**src/rtl/operand_stage_if.sv**
```systemverilog
// rtl/operand_stage_if.sv - controller/ALU-facing signal bundle for the operand stage
interface operand_stage_if #(
  parameter int W = 16
);
  // controller side: register file and operand registers
  logic [W-1:0] data_in;
  logic         vsel;
  logic [2:0]   writenum;
  logic         write;
  logic [2:0]   readnum;
  logic         loada;
  logic         loadb;
  logic [1:0]   shift;
  logic         asel;
  logic         bsel;
  logic [W-1:0] sximm5;
  logic         loadc;
  logic         loads;

  // ALU side
  logic [W-1:0] ain;
  logic [W-1:0] bin;
  logic [W-1:0] alu_out;
  logic [2:0]   alu_z;

  // results
  logic [W-1:0] c_out;
  logic [2:0]   status;

  modport master (
    output data_in, vsel, writenum, write, readnum,
    output loada, loadb, shift, asel, bsel, sximm5,
    output loadc, loads, alu_out, alu_z,
    input  ain, bin, c_out, status
  );

  modport slave (
    input  data_in, vsel, writenum, write, readnum,
    input  loada, loadb, shift, asel, bsel, sximm5,
    input  loadc, loads, alu_out, alu_z,
    output ain, bin, c_out, status
  );
endinterface

```
**src/rtl/operand_stage.sv**
```systemverilog
// rtl/operand_stage.sv - register file, A/B operand regs, B shifter, C and status capture
module operand_stage #(
  parameter int W = 16
) (
  input  logic           clk,
  input  logic           reset,
  operand_stage_if.slave bus
);

  logic [W-1:0] regs [8];
  logic [W-1:0] a_reg;
  logic [W-1:0] b_reg;
  logic [W-1:0] c_reg;
  logic [2:0]   status_reg;

  logic [W-1:0] rd;
  logic [W-1:0] wb;
  logic [W-1:0] b_shifted;

  // Read is combinational off current contents, so a same-edge write is
  // never seen by loada/loadb until the following cycle.
  assign rd = regs[bus.readnum];
  assign wb = bus.vsel ? bus.data_in : c_reg;

  always_ff @(posedge clk) begin
    if (reset) begin
      for (int i = 0; i < 8; i++) begin
        regs[i] <= '0;
      end
    end else if (bus.write) begin
      regs[bus.writenum] <= wb;
    end
  end

  always_ff @(posedge clk) begin
    if (reset) begin
      a_reg      <= '0;
      b_reg      <= '0;
      c_reg      <= '0;
      status_reg <= '0;
    end else begin
      if (bus.loada) a_reg <= rd;
      if (bus.loadb) b_reg <= rd;
      if (bus.loadc) c_reg <= bus.alu_out;
      if (bus.loads) status_reg <= bus.alu_z;
    end
  end

  always_comb begin
    b_shifted = b_reg;
    unique case (bus.shift)
      2'b00: b_shifted = b_reg;
      2'b01: b_shifted = {b_reg[W-2:0], 1'b0};
      2'b10: b_shifted = {1'b0, b_reg[W-1:1]};
      2'b11: b_shifted = {b_reg[W-1], b_reg[W-1:1]};
      default: b_shifted = b_reg;
    endcase
  end

  assign bus.ain    = bus.asel ? '0 : a_reg;
  assign bus.bin    = bus.bsel ? bus.sximm5 : b_shifted;
  assign bus.c_out  = c_reg;
  assign bus.status = status_reg;

endmodule

```
**src/flat_wrapper.sv**
```systemverilog
// flat-port wrapper written by rule: the top's interface ports become plain ports
module operand_stage_flat 
#(
  parameter int W = 16
)
  (clk, reset, bus_data_in, bus_vsel, bus_writenum, bus_write, bus_readnum, bus_loada, bus_loadb, bus_shift, bus_asel, bus_bsel, bus_sximm5, bus_loadc, bus_loads, bus_alu_out, bus_alu_z, bus_ain, bus_bin, bus_c_out, bus_status);
  operand_stage_if #(.W(W)) bus_i ();
  input  logic clk;
  input  logic reset;
  input wire logic [$bits(bus_i.data_in)-1:0] bus_data_in;
  input wire logic [$bits(bus_i.vsel)-1:0] bus_vsel;
  input wire logic [$bits(bus_i.writenum)-1:0] bus_writenum;
  input wire logic [$bits(bus_i.write)-1:0] bus_write;
  input wire logic [$bits(bus_i.readnum)-1:0] bus_readnum;
  input wire logic [$bits(bus_i.loada)-1:0] bus_loada;
  input wire logic [$bits(bus_i.loadb)-1:0] bus_loadb;
  input wire logic [$bits(bus_i.shift)-1:0] bus_shift;
  input wire logic [$bits(bus_i.asel)-1:0] bus_asel;
  input wire logic [$bits(bus_i.bsel)-1:0] bus_bsel;
  input wire logic [$bits(bus_i.sximm5)-1:0] bus_sximm5;
  input wire logic [$bits(bus_i.loadc)-1:0] bus_loadc;
  input wire logic [$bits(bus_i.loads)-1:0] bus_loads;
  input wire logic [$bits(bus_i.alu_out)-1:0] bus_alu_out;
  input wire logic [$bits(bus_i.alu_z)-1:0] bus_alu_z;
  output wire logic [$bits(bus_i.ain)-1:0] bus_ain;
  output wire logic [$bits(bus_i.bin)-1:0] bus_bin;
  output wire logic [$bits(bus_i.c_out)-1:0] bus_c_out;
  output wire logic [$bits(bus_i.status)-1:0] bus_status;
  assign bus_i.data_in = bus_data_in;
  assign bus_i.vsel = bus_vsel;
  assign bus_i.writenum = bus_writenum;
  assign bus_i.write = bus_write;
  assign bus_i.readnum = bus_readnum;
  assign bus_i.loada = bus_loada;
  assign bus_i.loadb = bus_loadb;
  assign bus_i.shift = bus_shift;
  assign bus_i.asel = bus_asel;
  assign bus_i.bsel = bus_bsel;
  assign bus_i.sximm5 = bus_sximm5;
  assign bus_i.loadc = bus_loadc;
  assign bus_i.loads = bus_loads;
  assign bus_i.alu_out = bus_alu_out;
  assign bus_i.alu_z = bus_alu_z;
  assign bus_ain = bus_i.ain;
  assign bus_bin = bus_i.bin;
  assign bus_c_out = bus_i.c_out;
  assign bus_status = bus_i.status;
  operand_stage #(.W(W)) u_core (.clk(clk), .reset(reset), .bus(bus_i));
endmodule
```
**config.mk**
```make
export PLATFORM = sky130hd
export DESIGN_NAME = operand_stage_flat
export DESIGN_NICKNAME = d
export VERILOG_FILES = /design/src/rtl/operand_stage_if.sv /design/src/rtl/operand_stage.sv /design/src/flat_wrapper.sv
export SDC_FILE = /design/constraint.sdc
export NUM_CORES = 1
export LEC_CHECK = 0
export BUFFER_PORTS_ARGS = -buffer_cell sky130_fd_sc_hd__buf_2
export CORE_ASPECT_RATIO = 1.4
export CORE_UTILIZATION = 35
export CTS_BUF_LIST = sky130_fd_sc_hd__clkbuf_4 sky130_fd_sc_hd__clkbuf_8
export DETAILED_ROUTE_END_ITERATION = 12
export PLACE_DENSITY = 0.52
export SETUP_SLACK_MARGIN = 0.02
export SYNTH_ARGS = -nofsm -noshare
export SYNTH_HDL_FRONTEND = slang
export SYNTH_SLANG_ARGS = --single-unit
```
**constraint.sdc**
```tcl
create_clock -name clk -period 2.6 [get_ports clk]
set_clock_uncertainty 0.05 [all_clocks]
set_input_delay 0.52 -clock clk [delete_from_list [all_inputs] [get_ports clk]]
set_output_delay 0.52 -clock clk [all_outputs]
set_load 0.005 [all_outputs]
```
==> Yosys cells after proc, flatten, opt, wreduce, memory -nomap -nowiden <==
Memory sizes are Yosys's and may differ from the RTL's.
Cells that the tools add are included.
{ "word_totals": {"regBits": 51, "ram_bits": 128, "inputBits": 69, "output_inout_bits": 51, "wordCells": 22, "memories": 1} }
{ "mem_list": {"columns": ["memory", "words", "width", "rd", "rd_clocked_by_memory_dff", "write_ports", "line", "source"], "rows": [
  ["u_core.regs", 8, 16, 1, 0, 8, "operand_stage.sv:10", "logic [W-1:0] regs [8];"]
]} }
{ "classes": {"n_eq_ne": 3, "n_mux": 12, "n_reduce_logical": 2} }
{ "op_table": {"columns": ["operator", "count"], "rows": [
  ["16-bit 2-to-1 mux", 4],
  ["16-bit one-hot mux with 4 select lines", 1],
  ["16-bit OR reduction", 1],
  ["1-bit 2-to-1 mux", 6],
  ["2-bit == test, second input constant", 2],
  ["3-bit 2-to-1 mux", 1],
  ["2-bit by 1-bit == test with 1-bit output, second input constant", 1],
  ["2-bit logical NOT", 1]
]} }

==> Depth between registers and ports, before layout <==
Gate-level depths: netlist (run 1).
{ "depth": {"word_depth": 5, "ltp_mapped": 6, "ltp_nobuf": 4} }

==> Worst setup path before layout (run 1) <==
OpenSTA, ideal clock, no wires.
{ "synth_path": {"path_type": "input-to-reg", "startpoint": "input reset", "endpoint": "memory u_core.regs[7][0], enable pin", "setup_time_ns": 0.375, "t_arrival_ns": 1.650, "required_time_ns": 2.175, "path_slack_ns": 0.525, "cell_stages": 5, "n_path_buf": 2, "path_cell_list": "buf_2 > and3b_1 > clkbuf_1 > nand3_1 > nand2b_1"} }
{ "synth_rtl": {"columns": ["item", "line", "source"], "rows": [
  ["from (decl)", "flat_wrapper.sv:9", "input logic reset;"],
  ["to (decl)", "operand_stage.sv:10", null]
]} }

==> Worst setup path after layout (run 1) <==
{ "layout_path": {"startpoint": "input bus_shift[0]", "endpoint": "output bus_bin[1]"} }
{ "layout_between": {"elab_chain_len": 3, "elab_cells_between_ends": 6, "classes_between": "eq/ne (3); mux (2); reduce/logical (1)"} }
{ "layout_lines": {"columns": ["item", "line", "source"], "rows": [
  ["from (decl)", "flat_wrapper.sv:17", "input wire logic [$bits(bus_i.shift)-1:0] bus_shift;"],
  ["2-bit == test (tied with other cells)", "operand_stage.sv:51", "unique case (bus.shift)"],
  ["16-bit one-hot mux with 4 select lines *", "operand_stage.sv:51", null],
  ["16-bit 2-to-1 mux *", "operand_stage.sv:61", "assign bus.bin = bus.bsel ? bus.sximm5 : b_shifted;"],
  ["to (decl)", "flat_wrapper.sv:26", "output wire logic [$bits(bus_i.bin)-1:0] bus_bin;"]
]} }
Every way passes the cells marked *; elsewhere a longest branch is shown, timed or not.

==> flow_summary.toml, run 1 <==
[final_layout]
nets = 887
drive_above_1_share_pct = 26.6
layout_commonest_cell = "nor2_1"
final_util_pct = 42.1
antennaDiodeCount = 0
layout_common_cells = "nor2_1, edfxtp_1, buf_2"
top_register = "u_core.regs"
syn_to_final_growth_pct = 18.3
largest_register_ffs = 128

[floorplan]
die_w_microns = 130
die_height_microns = 181
rows = 65
die_area_sq_mm = 0.0235
start_util_pct = 35.6
core-area_sq_mm = 0.0225
io_pins = 120

[sta]
fin_crit_sh_pct = 83.0
max_slew_margin_pct = 50.4
rsz0062_at_grt = "no"
final-hold-violation-count = 0
final.min_clock_period_ns = 2.16
setup-tns-final_ns = 0
setup_ws_ns = 0.442
setup_viol = 0
slew_viol_final = 0
fmax_mhz = 463
worst_pin_slew_ns = 0.741

[synthesis]
synthFlopType = "edfxtp_1"
ys_seq_area_share_pct = 60.7
async_flop_share_pct = 0
synth_seq_cells = 179
avgSynthCellArea_sq_um = 11.6
synth_area_sq_mm = 0.00802
synthesis.nets = 758
synth-edff-count = 128
syn_inst = 689
synth_cell_types = 26
yosys_warnings = 0

[clock_tree]
cts-hold-fix-buffers = 0
numCtsBuffers = 17
htreeDepth = 4
cts-resized-gates = 0
cts.clk_slew.worst_paths_ns = 0.10
root_buffer = "clkbuf_8"
post_cts_buffers = 0
cts_buffer_depth = 2
cts_tree = "built"
cts_sinks = 179
clk_latency_ns = 0.47

[run_status]
status = "complete, no violations"

[critical_path]
cpMostUsedCell = "buf_2"
slowest_delay_ns = 0.38
critPathRequiredTime_ns = 2.03
crit_buf_inv = 2
path_cells = "buf_2 > mux2i_1 > nor2_1 > a21oi_1 > o21ai_0 > buf_2"
setup.worst_path.end_class = "output port"
slowest_stage = "buf_2"
cp.arrival_ns = 1.59
critPathTopFamily = "buffers and inverters"
critPathLaunchType = "input port"
critPathMaxFanout = 17
crit_type = "input port to output port"

[grt]
grt_max_degree = 48
overflow = 0
antenna_found_initial = 0
first_global_vias = 5497
grtUsageTotal_pct = 16.5
grt_pass1_wl_microns = 29200

[power_and_ir_drop]
p_switching_mw = 1.47
seq_power_share_pct = 54.7
p_sw_share_pct = 24.7
power_frac_clock_pct = 33.9
p_comb_share_pct = 11.5
p_int_mw = 4.48
cellLeakagePower_nw = 3.86
power_mw = 5.95
powerDensity_mw_per_mm2 = 628
ir_drop_uv = 245

[route]
vias = 5527
drc_errors = 0
firstDrtPassIters = 4
wl_per_cell_microns = 16.3
drt_iter0_markers = 286
routed_wl_microns = 18400
ant_nets = 0
vias_per_cell = 4.88

[placed_design]
gp_congestion = 0.730
numPortBuffers = 119
hpwl_microns = 13100
dp_worst_setup_slack_ns = 0.379

[min_path]
hold_class = "input port to register"

[job]
drv_cap = 0
[path summary, 6_finish.rpt]
kind,from,endpoint,slack [ns],depth (start not counted)
max,bus_shift[0],bus_bin[1],0.44,6
min,bus_alu_out[0],u_core.bus.c_out[0],0.23,3
max reg2reg,u_core.regs[5][4],u_core.b_reg[4],1.24,4
min reg2reg,u_core.a_reg[8],u_core.a_reg[8],0.44,2
[synth_stat cells, drive strengths merged, types with 13 or more instances]
cell type | number | area share, %
nand2 | 23 | 1.1
a21oi | 16 | 1.0
a221o | 16 | 2.0
nor2 | 195 | 9.1
o22ai | 16 | 1.2
o21ai | 16 | 1.0
a211oi | 32 | 3.0
buf | 13 | 1.6
mux2 | 32 | 4.5
edfxtp | 128 | 48
mux2i | 81 | 10
clkbuf | 35 | 1.8
dfxtp | 51 | 13
nor2b | 19 | 1.5
[power groups by stage]
| stage | sequential, mW | clock (mW) | combinational, mW |
|---|---|---|---|
| 4_1_cts | 3.26 | 2.08 | 0.694 |
| 3_5_place_dp | 3.32 | 0 | 0.692 |
| 6_report | 3.26 | 2.02 | 0.683 |
| 2_1_floorplan | 3.30 | 0 | 0.431 |
| 3_3_place_gp | 3.32 | 0 | 0.679 |
| 5_1_grt | 3.27 | 2.19 | 0.758 |
[cells by family after synthesis]
kind of cell / count (synthesis) / share of synthesized area, %
AND/OR/NAND/NOR: 252 / 13.0
multiplexers: 113 / 14.6
buffers and inverters: 48 / 3.37
AO/OA/AOI/OAI: 96 / 8.24
flip-flops: 179 / 60.7
XOR/XNOR: 1 / 0.109
[area by class of cell]
| class | count | area, sq um |
|---|---|---|
| Clock inverter | 13 | 173 |
| Tap cell | 301 | 377 |
| Fill cell | 2136 | 13000 |
| Timing Repair Buffer | 158 | 938 |
| Multi-Input combinational cell | 462 | 2880 |
| Sequential cell | 179 | 4860 |
| Clock buffer | 19 | 249 |
[metrics by stage]
stage	hold WS, ns	area, sq um	std cells
final	0.226	9480	1132
after global routing	0.220	9480	1132
after CTS	0.200	9480	1132
after detailed placement	0.429	9060	1100
after global placement	0.421	9060	1100
after floorplan	0.409	8020	689
[worst register-to-register path, cell delays in order, from the launching register on]
cell	delay [ns]
edfxtp_1	0.38
mux2_2	0.27
o22ai_1	0.23
a221o_1	0.21
a211oi_1	0.08
[routing by layer]
metal / global-route usage (%) / vias to the layer above / part of all wire, %
met5: 0 / - / 0
met4: 6.19 / 0 / 1.7
met3: 2.90 / 26 / 4.5
met2: 28.4 / 169 / 50
met1: 20.2 / 2604 / 43
li1: - / 2728 / -
Note: power is estimated with default switching activity, not from simulation.
==> inputs of run 2 (changes only) <==
- PLACE_DENSITY: 0.52 -> 0.54
- clock period: 2.6 -> 1.83 ns (I/O delays scaled with it)
==> flow_summary.toml, run 2 (synthesis results as in run 1) <==
[run_status]
status = "complete, no violations"

[critical_path]
path_cells = "mux2i_1 > nor2_1 > a21oi_1 > o21ai_0 > buf_2"
critPathMaxFanout = 4
crit_buf_inv = 1
critPathLaunchType = "register"
crit_type = "register to output port"
slowest_delay_ns = 0.37
setup.worst_path.end_class = "output port"
critPathRequiredTime_ns = 1.41
cp.arrival_ns = 1.38
critPathTopFamily = "flip-flops"
slowest_stage = "dfxtp_4"

[sta]
worst_pin_slew_ns = 0.572
fmax_mhz = 558
final-hold-violation-count = 0
setup-tns-final_ns = 0
final.min_clock_period_ns = 1.79
rsz0062_at_grt = "yes"
fin_crit_sh_pct = 98.0
hold_ws_ns = 0.0929
slew_viol_final = 0
setup_viol = 0
max_slew_margin_pct = 61.9

[floorplan]
rows = 65
die_height_microns = 181
io_pins = 120
die_area_sq_mm = 0.0235
core-area_sq_mm = 0.0225
start_util_pct = 35.6
die_w_microns = 130

[route]
ant_nets = 0
drc_errors = 0
routed_wl_microns = 17600
firstDrtPassIters = 4
drt_iter0_markers = 252
vias_per_cell = 4.75
wl_per_cell_microns = 15.5
vias = 5416

[placed_design]
hpwl_microns = 12600
numPortBuffers = 119
gp_congestion = 0.738
place_area_sq_mm = 0.00926
placed_cells_incl_taps = 1106

[clock_tree]
root_buffer = "clkbuf_8"
numCtsBuffers = 17
cts_buffer_depth = 2
htreeDepth = 4
cts_sinks = 179
cts_tree = "built"
clk_latency_ns = 0.45
cts-hold-fix-buffers = 0
cts.clk_slew.worst_paths_ns = 0.09

[grt]
grtUsageTotal_pct = 15.8
grt_pass1_wl_microns = 28300
antenna_found_initial = 0
overflow = 0
first_global_vias = 5441
grt_max_degree = 33

[final_layout]
antennaDiodeCount = 0
drive_above_1_share_pct = 30.0
postLayoutCellArea_sq_mm = 0.00975
top_register = "u_core.regs"
nets = 895
syn_to_final_growth_pct = 21.7
layout_commonest_cell = "nor2_1"
seqCellArea_sq_mm = 0.00489
finalNonFillerCells = 1140
multi_input_area_sq_mm = 0.00291
largest_register_ffs = 128
n_fill_cell = 2131
layout_common_cells = "nor2_1, edfxtp_1, buf_2"

[power_and_ir_drop]
cellLeakagePower_nw = 3.93
ir_drop_uv = 398
power_mw = 8.60
powerDensity_mw_per_mm2 = 881

[min_path]
hold_class = "input port to register"

[job]
drv_cap = 0
run 2: worst min-delay path, stage by stage:
cell     delay [ns]
buf_2          0.07
mux2i_1        0.05
nor2_1         0.07
run 2: repair_timing:
item / CTS / global route
endpoints found under the setup margin: 10 / 16
gates resized for setup: 10 / 16
buffers inserted: 0 / 2
run 2: per-layer routing:
layer  part of all wire (%)  wire [microns]  up-vias  GRT usage, %
met4                    1.5             265        0          5.63
met1                     45            7980     2510          19.8
met2                     49            8670      149          26.8
li1                       -               -     2739             -
met3                    4.0             696       18          2.93
met5                      0               0        -             0
run 2: final cells by class:
class | count | area share [%]
tap | 301 | 3.86
multi-input combinational | 462 | 29.8
clock buffer | 17 | 2.40
timing repair buffer | 166 | 11.6
sequential | 179 | 50.2
clock inverter | 15 | 2.13
run 2: power breakdown:
group / switching (mW) / internal [mW] / total (mW) / leakage [nW]
logic: 0.548 / 0.482 / 1.03 / 1.98
registers: 0.0924 / 4.53 / 4.62 / 1.77
clock network: 1.45 / 1.49 / 2.94 / 0.190
run 2: through the flow:
stage                     setup slack (ns)  util, %
final                               0.0368     43.3
after global placement              0.0548     41.1
after CTS                           0.0203     43.1
after global routing               -0.0731     43.3
after floorplan                   -0.00120        -
after detailed placement            0.0296     41.1
run 2: path summary, 6_finish.rpt:
check | startpoint | to | slack, ns | cells past startpoint
worst max-delay path | u_core.b_reg[8] | bus_bin[9] | 0.04 | 5
worst min-delay path | bus_alu_out[7] | u_core.bus.c_out[7] | 0.09 | 3
worst max register to register | u_core.regs[5][3] | u_core.b_reg[3] | 0.49 | 4
worst min register to register | u_core.a_reg[12] | u_core.a_reg[12] | 0.43 | 2
